**config.mk**
```make
export PLATFORM = sky130hd
export DESIGN_NAME = spi_cmd_scheduler_flat
export DESIGN_NICKNAME = d
export VERILOG_FILES = /design/src/rtl/spi_cmd_scheduler_if.sv /design/src/rtl/spi_cmd_scheduler.sv /design/src/flat_wrapper.sv
export SDC_FILE = /design/constraint.sdc
export NUM_CORES = 1
export LEC_CHECK = 0
export CAP_MARGIN = 20
export CORE_MARGIN = 2
export CORE_UTILIZATION = 38
export DETAILED_ROUTE_END_ITERATION = 10
export PLACE_DENSITY = 0.77
export SYNTH_ARGS = -nofsm -noshare
export SYNTH_HDL_FRONTEND = slang
export SYNTH_SLANG_ARGS = --single-unit
```
**constraint.sdc**
```tcl
create_clock -name clk -period 1.7 [get_ports clk]
set_input_delay 0.425 -clock clk [delete_from_list [all_inputs] [get_ports clk]]
set_output_delay 0.425 -clock clk [all_outputs]
set_load 0.03 [all_outputs]
```
**src/rtl/spi_cmd_scheduler_if.sv**
```systemverilog
// Request/ack and SPI_top data bundle for spi_cmd_scheduler.
// The slave side is the scheduler; the master side is the requesters plus the SPI_top readback.
interface spi_cmd_scheduler_if #(
    parameter int unsigned N_REQ = 2
);
    logic [N_REQ-1:0]    req;
    logic [32*N_REQ-1:0] req_word;
    logic [N_REQ-1:0]    ack;
    logic [31:0]         rd_data;
    logic [2:0]          grant_idx;
    logic                busy;
    logic [31:0]         spi_din;
    logic                spi_trigger;
    logic [31:0]         spi_dout;
    logic [15:0]         xfer_count;

    modport master (
        output req, req_word, spi_dout,
        input  ack, rd_data, grant_idx, busy, spi_din, spi_trigger, xfer_count
    );

    modport slave (
        input  req, req_word, spi_dout,
        output ack, rd_data, grant_idx, busy, spi_din, spi_trigger, xfer_count
    );
endinterface

```
**src/rtl/spi_cmd_scheduler.sv**
```systemverilog
// Round-robin scheduler sharing one SPI_top port between N_REQ command requesters.
// Latches the winning word, pulses trigger, waits a fixed time, captures DOUT and acks.
module spi_cmd_scheduler #(
    parameter int unsigned N_REQ       = 2,
    parameter int unsigned XFER_CYCLES = 128,
    parameter int unsigned GAP_CYCLES  = 4
) (
    input logic              clk,
    input logic              rst_n,
    spi_cmd_scheduler_if.slave bus
);

    localparam int unsigned CntMax = (XFER_CYCLES > GAP_CYCLES) ? XFER_CYCLES : GAP_CYCLES;
    localparam int unsigned CntW   = (CntMax < 2) ? 1 : $clog2(CntMax);

    typedef enum logic [2:0] {
        StIdle,
        StTrig,
        StWait,
        StDone,
        StGap
    } state_e;

    state_e            state_q;
    logic [CntW-1:0]   cnt_q;
    logic [2:0]        last_q;
    logic [2:0]        grant_idx_q;
    logic [N_REQ-1:0]  ack_q;
    logic [31:0]       rd_data_q;
    logic              busy_q;
    logic [31:0]       spi_din_q;
    logic              spi_trigger_q;
    logic [15:0]       xfer_count_q;

    logic              gnt_valid;
    logic [2:0]        gnt_idx;
    logic [31:0]       gnt_word;
    logic              hi_valid;
    logic              lo_valid;
    logic [2:0]        hi_idx;
    logic [2:0]        lo_idx;

    // Round-robin: first requester above last_q wins, otherwise wrap to the lowest one.
    always_comb begin
        hi_valid = 1'b0;
        lo_valid = 1'b0;
        hi_idx   = '0;
        lo_idx   = '0;
        for (int unsigned j = 0; j < N_REQ; j++) begin
            if (bus.req[j]) begin
                if (3'(j) > last_q) begin
                    if (!hi_valid) begin
                        hi_valid = 1'b1;
                        hi_idx   = 3'(j);
                    end
                end else if (!lo_valid) begin
                    lo_valid = 1'b1;
                    lo_idx   = 3'(j);
                end
            end
        end
        gnt_valid = hi_valid | lo_valid;
        gnt_idx   = hi_valid ? hi_idx : lo_idx;
        gnt_word  = '0;
        for (int unsigned j = 0; j < N_REQ; j++) begin
            if (3'(j) == gnt_idx) begin
                gnt_word = bus.req_word[32*j +: 32];
            end
        end
    end

    always_ff @(posedge clk or negedge rst_n) begin
        if (!rst_n) begin
            state_q       <= StIdle;
            cnt_q         <= '0;
            last_q        <= 3'(N_REQ - 1);
            grant_idx_q   <= '0;
            ack_q         <= '0;
            rd_data_q     <= '0;
            busy_q        <= 1'b0;
            spi_din_q     <= '0;
            spi_trigger_q <= 1'b0;
            xfer_count_q  <= '0;
        end else begin
            ack_q         <= '0;
            spi_trigger_q <= 1'b0;
            case (state_q)
                StIdle: begin
                    if (gnt_valid) begin
                        spi_din_q     <= gnt_word;
                        grant_idx_q   <= gnt_idx;
                        spi_trigger_q <= 1'b1;
                        busy_q        <= 1'b1;
                        state_q       <= StTrig;
                    end
                end
                StTrig: begin
                    cnt_q   <= CntW'(XFER_CYCLES - 1);
                    state_q <= StWait;
                end
                StWait: begin
                    if (cnt_q == '0) begin
                        rd_data_q    <= bus.spi_dout;
                        ack_q        <= N_REQ'(1) << grant_idx_q;
                        xfer_count_q <= xfer_count_q + 16'd1;
                        state_q      <= StDone;
                    end else begin
                        cnt_q <= cnt_q - 1'b1;
                    end
                end
                StDone: begin
                    last_q <= grant_idx_q;
                    if (GAP_CYCLES == 0) begin
                        busy_q  <= 1'b0;
                        state_q <= StIdle;
                    end else begin
                        cnt_q   <= CntW'(GAP_CYCLES - 1);
                        state_q <= StGap;
                    end
                end
                StGap: begin
                    if (cnt_q == '0) begin
                        busy_q  <= 1'b0;
                        state_q <= StIdle;
                    end else begin
                        cnt_q <= cnt_q - 1'b1;
                    end
                end
                default: begin
                    busy_q  <= 1'b0;
                    state_q <= StIdle;
                end
            endcase
        end
    end

    assign bus.ack         = ack_q;
    assign bus.rd_data     = rd_data_q;
    assign bus.grant_idx   = grant_idx_q;
    assign bus.busy        = busy_q;
    assign bus.spi_din     = spi_din_q;
    assign bus.spi_trigger = spi_trigger_q;
    assign bus.xfer_count  = xfer_count_q;

endmodule

```
**src/flat_wrapper.sv**
```systemverilog
// flat-port wrapper written by rule: the top's interface ports become plain ports
module spi_cmd_scheduler_flat 
#(
    parameter int unsigned N_REQ       = 2,
    parameter int unsigned XFER_CYCLES = 128,
    parameter int unsigned GAP_CYCLES  = 4
)
  (clk, rst_n, bus_req, bus_req_word, bus_spi_dout, bus_ack, bus_rd_data, bus_grant_idx, bus_busy, bus_spi_din, bus_spi_trigger, bus_xfer_count);
  spi_cmd_scheduler_if #(.N_REQ(N_REQ)) bus_i ();
  input logic clk;
  input logic rst_n;
  input wire logic [$bits(bus_i.req)-1:0] bus_req;
  input wire logic [$bits(bus_i.req_word)-1:0] bus_req_word;
  input wire logic [$bits(bus_i.spi_dout)-1:0] bus_spi_dout;
  output wire logic [$bits(bus_i.ack)-1:0] bus_ack;
  output wire logic [$bits(bus_i.rd_data)-1:0] bus_rd_data;
  output wire logic [$bits(bus_i.grant_idx)-1:0] bus_grant_idx;
  output wire logic [$bits(bus_i.busy)-1:0] bus_busy;
  output wire logic [$bits(bus_i.spi_din)-1:0] bus_spi_din;
  output wire logic [$bits(bus_i.spi_trigger)-1:0] bus_spi_trigger;
  output wire logic [$bits(bus_i.xfer_count)-1:0] bus_xfer_count;
  assign bus_i.req = bus_req;
  assign bus_i.req_word = bus_req_word;
  assign bus_i.spi_dout = bus_spi_dout;
  assign bus_ack = bus_i.ack;
  assign bus_rd_data = bus_i.rd_data;
  assign bus_grant_idx = bus_i.grant_idx;
  assign bus_busy = bus_i.busy;
  assign bus_spi_din = bus_i.spi_din;
  assign bus_spi_trigger = bus_i.spi_trigger;
  assign bus_xfer_count = bus_i.xfer_count;
  spi_cmd_scheduler #(.N_REQ(N_REQ), .XFER_CYCLES(XFER_CYCLES), .GAP_CYCLES(GAP_CYCLES)) u_core (.clk(clk), .rst_n(rst_n), .bus(bus_i));
endmodule
```
# Word-level counts from Yosys, hierarchy flattened
# Index checks and enable logic that the tools add are counted.
# word_totals
word_cells	67
inputBits	100
output_inout_bits	87
reg_bits	100
# classes
n_bitwise	2
order_cmp	2
reduce_logical	11
n_shift	1
muxes	30
n_eq_ne	9
addsub	2
# ops
op	count
32-bit 2-to-1 mux	2
3-bit 2-to-1 mux	8
7-bit one-hot mux with 3 select lines	1
16-bit by 1-bit adder with 16-bit output (second input constant)	1
3-bit one-hot mux with 5 select lines	1
1-bit 2-to-1 mux	14
7-bit logical NOT	1
7-bit 2-to-1 mux	1
7-bit by 1-bit subtractor with 7-bit output (second input constant)	1
3-bit by 2-bit equality test with 1-bit output (second input constant)	2
1-bit by 3-bit > comparator with 1-bit output (first input constant)	2
3-bit logical NOT	2
2-bit by 1-bit != test with 1-bit output (second input constant)	3
2-bit AND reduction	3
3-bit AND reduction	2
2-bit 2-to-1 mux	2
1-bit by 3-bit equality test with 1-bit output (first input constant)	1
3-bit by 1-bit equality test with 1-bit output (second input constant)	1
3-bit equality test (second input constant)	1
1-bit one-hot mux with 3 select lines	1
3-bit nonzero test	1
3-bit OR reduction	1
1-bit by 3-bit << shifter with 2-bit output (first input constant)	1
2-bit != test (second input constant)	1
3 further kinds	3

# Longest topological paths before layout
# logic_depth
word_depth	10
mapped_depth	8
mapped_depth_nobuf	6

# Worst setup path before layout
# No wires, ideal clock.
# synth_timing
path_type	register -> register
startpoint	register u_core.cnt_q[0]
endpoint	register u_core.cnt_q[3]
path_slack_ns	-0.022
stages_incl_launch_ff	8
t_required_ns	1.579
t_arrival_ns	1.601
period_less_slack_ns	1.722
setup_time_ns	0.121
cell_sequence	dfrtp_1 > inv_1 > ha_1 > nor3b_2 > a211oi_4 > or2_1 > buf_2 > a22o_1
# synth_between
elab_chain_len	3
# synth_rtl
item	line	rtl
from (decl)	spi_cmd_scheduler.sv:25	logic [CntW-1:0] cnt_q;
from (signal assigned)	spi_cmd_scheduler.sv:98	cnt_q <= CntW'(XFER_CYCLES - 1);
from (signal assigned)	spi_cmd_scheduler.sv:108	cnt_q <= cnt_q - 1'b1;
from (signal assigned)	spi_cmd_scheduler.sv:117	cnt_q <= CntW'(GAP_CYCLES - 1);
7-bit by 1-bit subtractor with 7-bit output or 7-bit logical NOT (tied branches)	n/a	
7-bit 2-to-1 mux or 2-bit != test (tied branches)	n/a	
7-bit one-hot mux with 3 select lines or 2-bit AND reduction (tied branches)	n/a	
# Several ways; a longest one is shown, not always the timed one. The select of a mux whose other input is x is not followed.
# A chain may end at the register's enable or synchronous reset.

# Worst setup path in the final report
# layout_timing
startpoint	register u_core.cnt_q[0]
endpoint	register u_core.rd_data_q[27] (netlist: u_core.bus.rd_data[27])
# layout_between
elab_chain_len	2
# layout_rtl
item	line	rtl
7-bit logical NOT	spi_cmd_scheduler.sv:102	if (cnt_q == '0) begin
2-bit AND reduction (no source line)	n/a	
to (signal assigned)	spi_cmd_scheduler.sv:103	rd_data_q <= bus.spi_dout;
to (decl)	spi_cmd_scheduler.sv:29	logic [31:0] rd_data_q;
# No other way between the ends.

==> flow_metrics.env <==
export IMPL_status="finished with violations"
export IMPL_failed_checks="setup timing"
export IMPL_hpwlAfterDp_mm=8.09
export IMPL_grt_pass1_wl_mm=17.0
export IMPL_setup_violations=11
export IMPL_fin_skew_ps=12.8
export IMPL_use_met3_pct=6.34
export IMPL_leakage_uw=0.00289
export IMPL_vias_per_cell=4.77
export IMPL_grt_max_degree=57
export IMPL_antenna_found_initial=0
export IMPL_ant_nets=0
export IMPL_grt_use_total_pct=18.0
export IMPL_clock_sinks=96
export IMPL_ys_types=41
export IMPL_clk_latency_ps=350
export IMPL_worstPathCellList="inv_2 > ha_4 > nor3b_4 > buf_4 > nand4_1 > buf_12 > nand2_1 > nand2_1"
export IMPL_irDropWorstVdd_v=0.000907
export IMPL_synthesis_area_sq_um=4250
export IMPL_drive_gt1_share_pct=9.22
export IMPL_place_gp_congestion=0.789
export IMPL_endpoint_kind="flop"
export IMPL_dieArea_sq_um=12000
export IMPL_critPathMostFrequentCell="nand2_1"
export IMPL_power_density_nw_per_um2=1640
export IMPL_worstSetupPathType="flop to flop"
export IMPL_fin_ws_ps=-17.7
export IMPL_wl_mm=10.9
export IMPL_post_route_period_util_pct=101
export IMPL_stdcell_area_sq_um=6520
export IMPL_die_h_um=110
export IMPL_async_reset_ff_share_pct=100
export IMPL_grt_met1_usage_pct=21.5
export IMPL_clkTransAtPathRegs_ps=100
export IMPL_worst_path_max_fanout=36
export IMPL_drtIter0Drc=111
export IMPL_cp_start_kind="flop"
export IMPL_first_global_vias=3512
export IMPL_synthCells=424
export IMPL_drv_slew=0
export IMPL_rsz0062_at_grt="yes"
export IMPL_fin_nets=716
export IMPL_synth_main_ff_cell="dfrtp_1"
export IMPL_crit_required_ps=1940
export IMPL_vias=3615
export IMPL_wire_per_inst_um=14.4
export IMPL_hold_viol=0
export IMPL_max_cap_violations=0
export IMPL_place_area_sq_um=6350
export IMPL_hold_path_class="flop to flop"
export IMPL_area_delta_synth_final_pct=53.4
export IMPL_row_count=38
export IMPL_die_x_um=110
export IMPL_tritoncts="yes"
export IMPL_fillers=926
export IMPL_finalSetupTns_ps=-67.3
export IMPL_gr_max_usage_layer="met2"
export IMPL_arrival_ps=1950
export IMPL_synth_edff_count=0
export IMPL_fin_hold_ws_ps=459
export IMPL_initial_utilization_pct=39.0
export IMPL_cts_buffers=9
export IMPL_layout_common_cells="nand2_1, clkdlybuf4s50_1, dfrtp_1, dlygate4sd2_1, nor2_1"
export IMPL_io_pins=187
export IMPL_crit_path_max_incr_delay_ps=410
export IMPL_postSynthAreaPerCell_sq_um=10.0
export IMPL_ys_ff_latch=96
export IMPL_first_pass_iters=6
export IMPL_cts_root_buf="clkbuf_8"
export IMPL_rrSetupSlack_ps=-20
export IMPL_gr_total_overflow=0
export IMPL_cts_max_path_buffers=2
export IMPL_portBuffers=184
export IMPL_post_route_min_period_ps=1720
export IMPL_core_sq_um=10900
export IMPL_n_antenna_cell=0
export IMPL_drc=0
export IMPL_h_tree_depth=3
export IMPL_ys_seq_area_share_pct=56.6
export IMPL_cpMaxStageDelayCell="dfrtp_1"
export IMPL_met2_usage_pct=31.3
export IMPL_layout_commonest_cell="nand2_1"
export IMPL_max_freq_mhz=582
export IMPL_ys_warn_count=0
registers in the layout (all words and copies together), names as in the netlist:
signal,cells
u_core.bus.ack,2
u_core.bus.busy,1
u_core.bus.grant_idx,1
u_core.bus.rd_data,32
u_core.bus.spi_din,32
u_core.bus.spi_trigger,1
u_core.bus.xfer_count,16
u_core.cnt_q,7
u_core.last_q,1
u_core.state_q,3
area by class of cell:
class	instances	area (sq um)	share of cell area, %
Inverter	3	11.3	0.173
Clock inverter	5	65.1	0.998
Sequential cell	96	2400	36.9
Tap cell	140	175	2.69
Clock buffer	11	131	2.02
Multi-Input combinational cell	296	1740	26.7
Timing Repair Buffer	207	1990	30.5
power by group:
group          switching, uW  internal, uW
Combinational           3340          2050
Clock                    802           699
Sequential               587          3200
Total                   4720          5950
through the flow:
stage                     utilization (%)  worst slack [ps]  instances  power (uW)
after floorplan                         -              24.0        425        7180
after global placement               58.3              -188        739        9500
after detailed placement             58.3              -238        739        9670
after CTS                            59.4              9.54        757       10700
after global routing                 59.8             -95.8        758       11400
final                                59.8             -17.7        758       10700
cells in the mapped netlist (2+ instances only):
cell type | instances | area share, %
a21oi_1 | 34 | 4.0
o22ai_1 | 5 | 0.74
o21ai_1 | 2 | 0.24
nor2_1 | 40 | 3.5
and3_1 | 4 | 0.59
buf_2 | 17 | 2.0
or2_1 | 2 | 0.29
xnor2_1 | 15 | 3.1
clkbuf_1 | 7 | 0.62
nor3_1 | 4 | 0.47
nand2_1 | 107 | 9.5
nand4_1 | 6 | 0.88
inv_1 | 3 | 0.26
ha_1 | 3 | 0.88
a22o_1 | 5 | 1.0
o21ai_0 | 2 | 0.24
o41ai_1 | 2 | 0.41
mux2i_1 | 32 | 7.5
buf_4 | 5 | 0.88
nand3_1 | 9 | 1.1
and4_1 | 4 | 0.82
or3_1 | 2 | 0.29
dfrtp_1 | 95 | 56
o31ai_1 | 2 | 0.35
cell families after synthesis:
kind of cell | after synthesis | synth area share, %
muxes | 32 | 7.54
adders and majority gates | 3 | 0.883
DFF | 96 | 56.6
other | 1 | 0.0883
and+or+nand+nor | 185 | 19.0
AOI/OAI and AO/OA | 57 | 8.25
buffers and inverters | 33 | 4.03
xor gates and xnor gates | 17 | 3.68
critical path: cells and delay by family (launching register included):
family	cells	cell delay (ps)
AND/OR/NAND/NOR	4	580
adder cells (fa/ha/maj)	1	130
flip-flops	1	410
buffers and inverters	3	470
metal layers:
layer  wire [um]  share of wire, %
met5           0                 0
met1        4460                41
met2        5720                52
met4          75              0.69
met3         685               6.3
path summary, 6_finish.rpt:
check / from / to / cells past startpoint
min reg2reg: u_core.bus.grant_idx[0] / u_core.bus.ack[0] / 1
min: u_core.bus.grant_idx[0] / u_core.bus.ack[0] / 1
max reg2reg: u_core.cnt_q[0] / u_core.bus.rd_data[27] / 8
max: u_core.cnt_q[0] / u_core.bus.rd_data[27] / 8
min in group asynchronous: rst_n / u_core.bus.xfer_count[13] / 2
max in group asynchronous: rst_n / u_core.bus.spi_din[14] / 3
what timing repair did:
action                                 CTS  global route
resized for setup                       92            11
hold buffers                             1             0
setup endpoints to repair              135            66
pin swaps                                0             7
setup buffers                            1             1
endpoints found under the hold margin   13             0
Power figures use the tool's default switching activity.
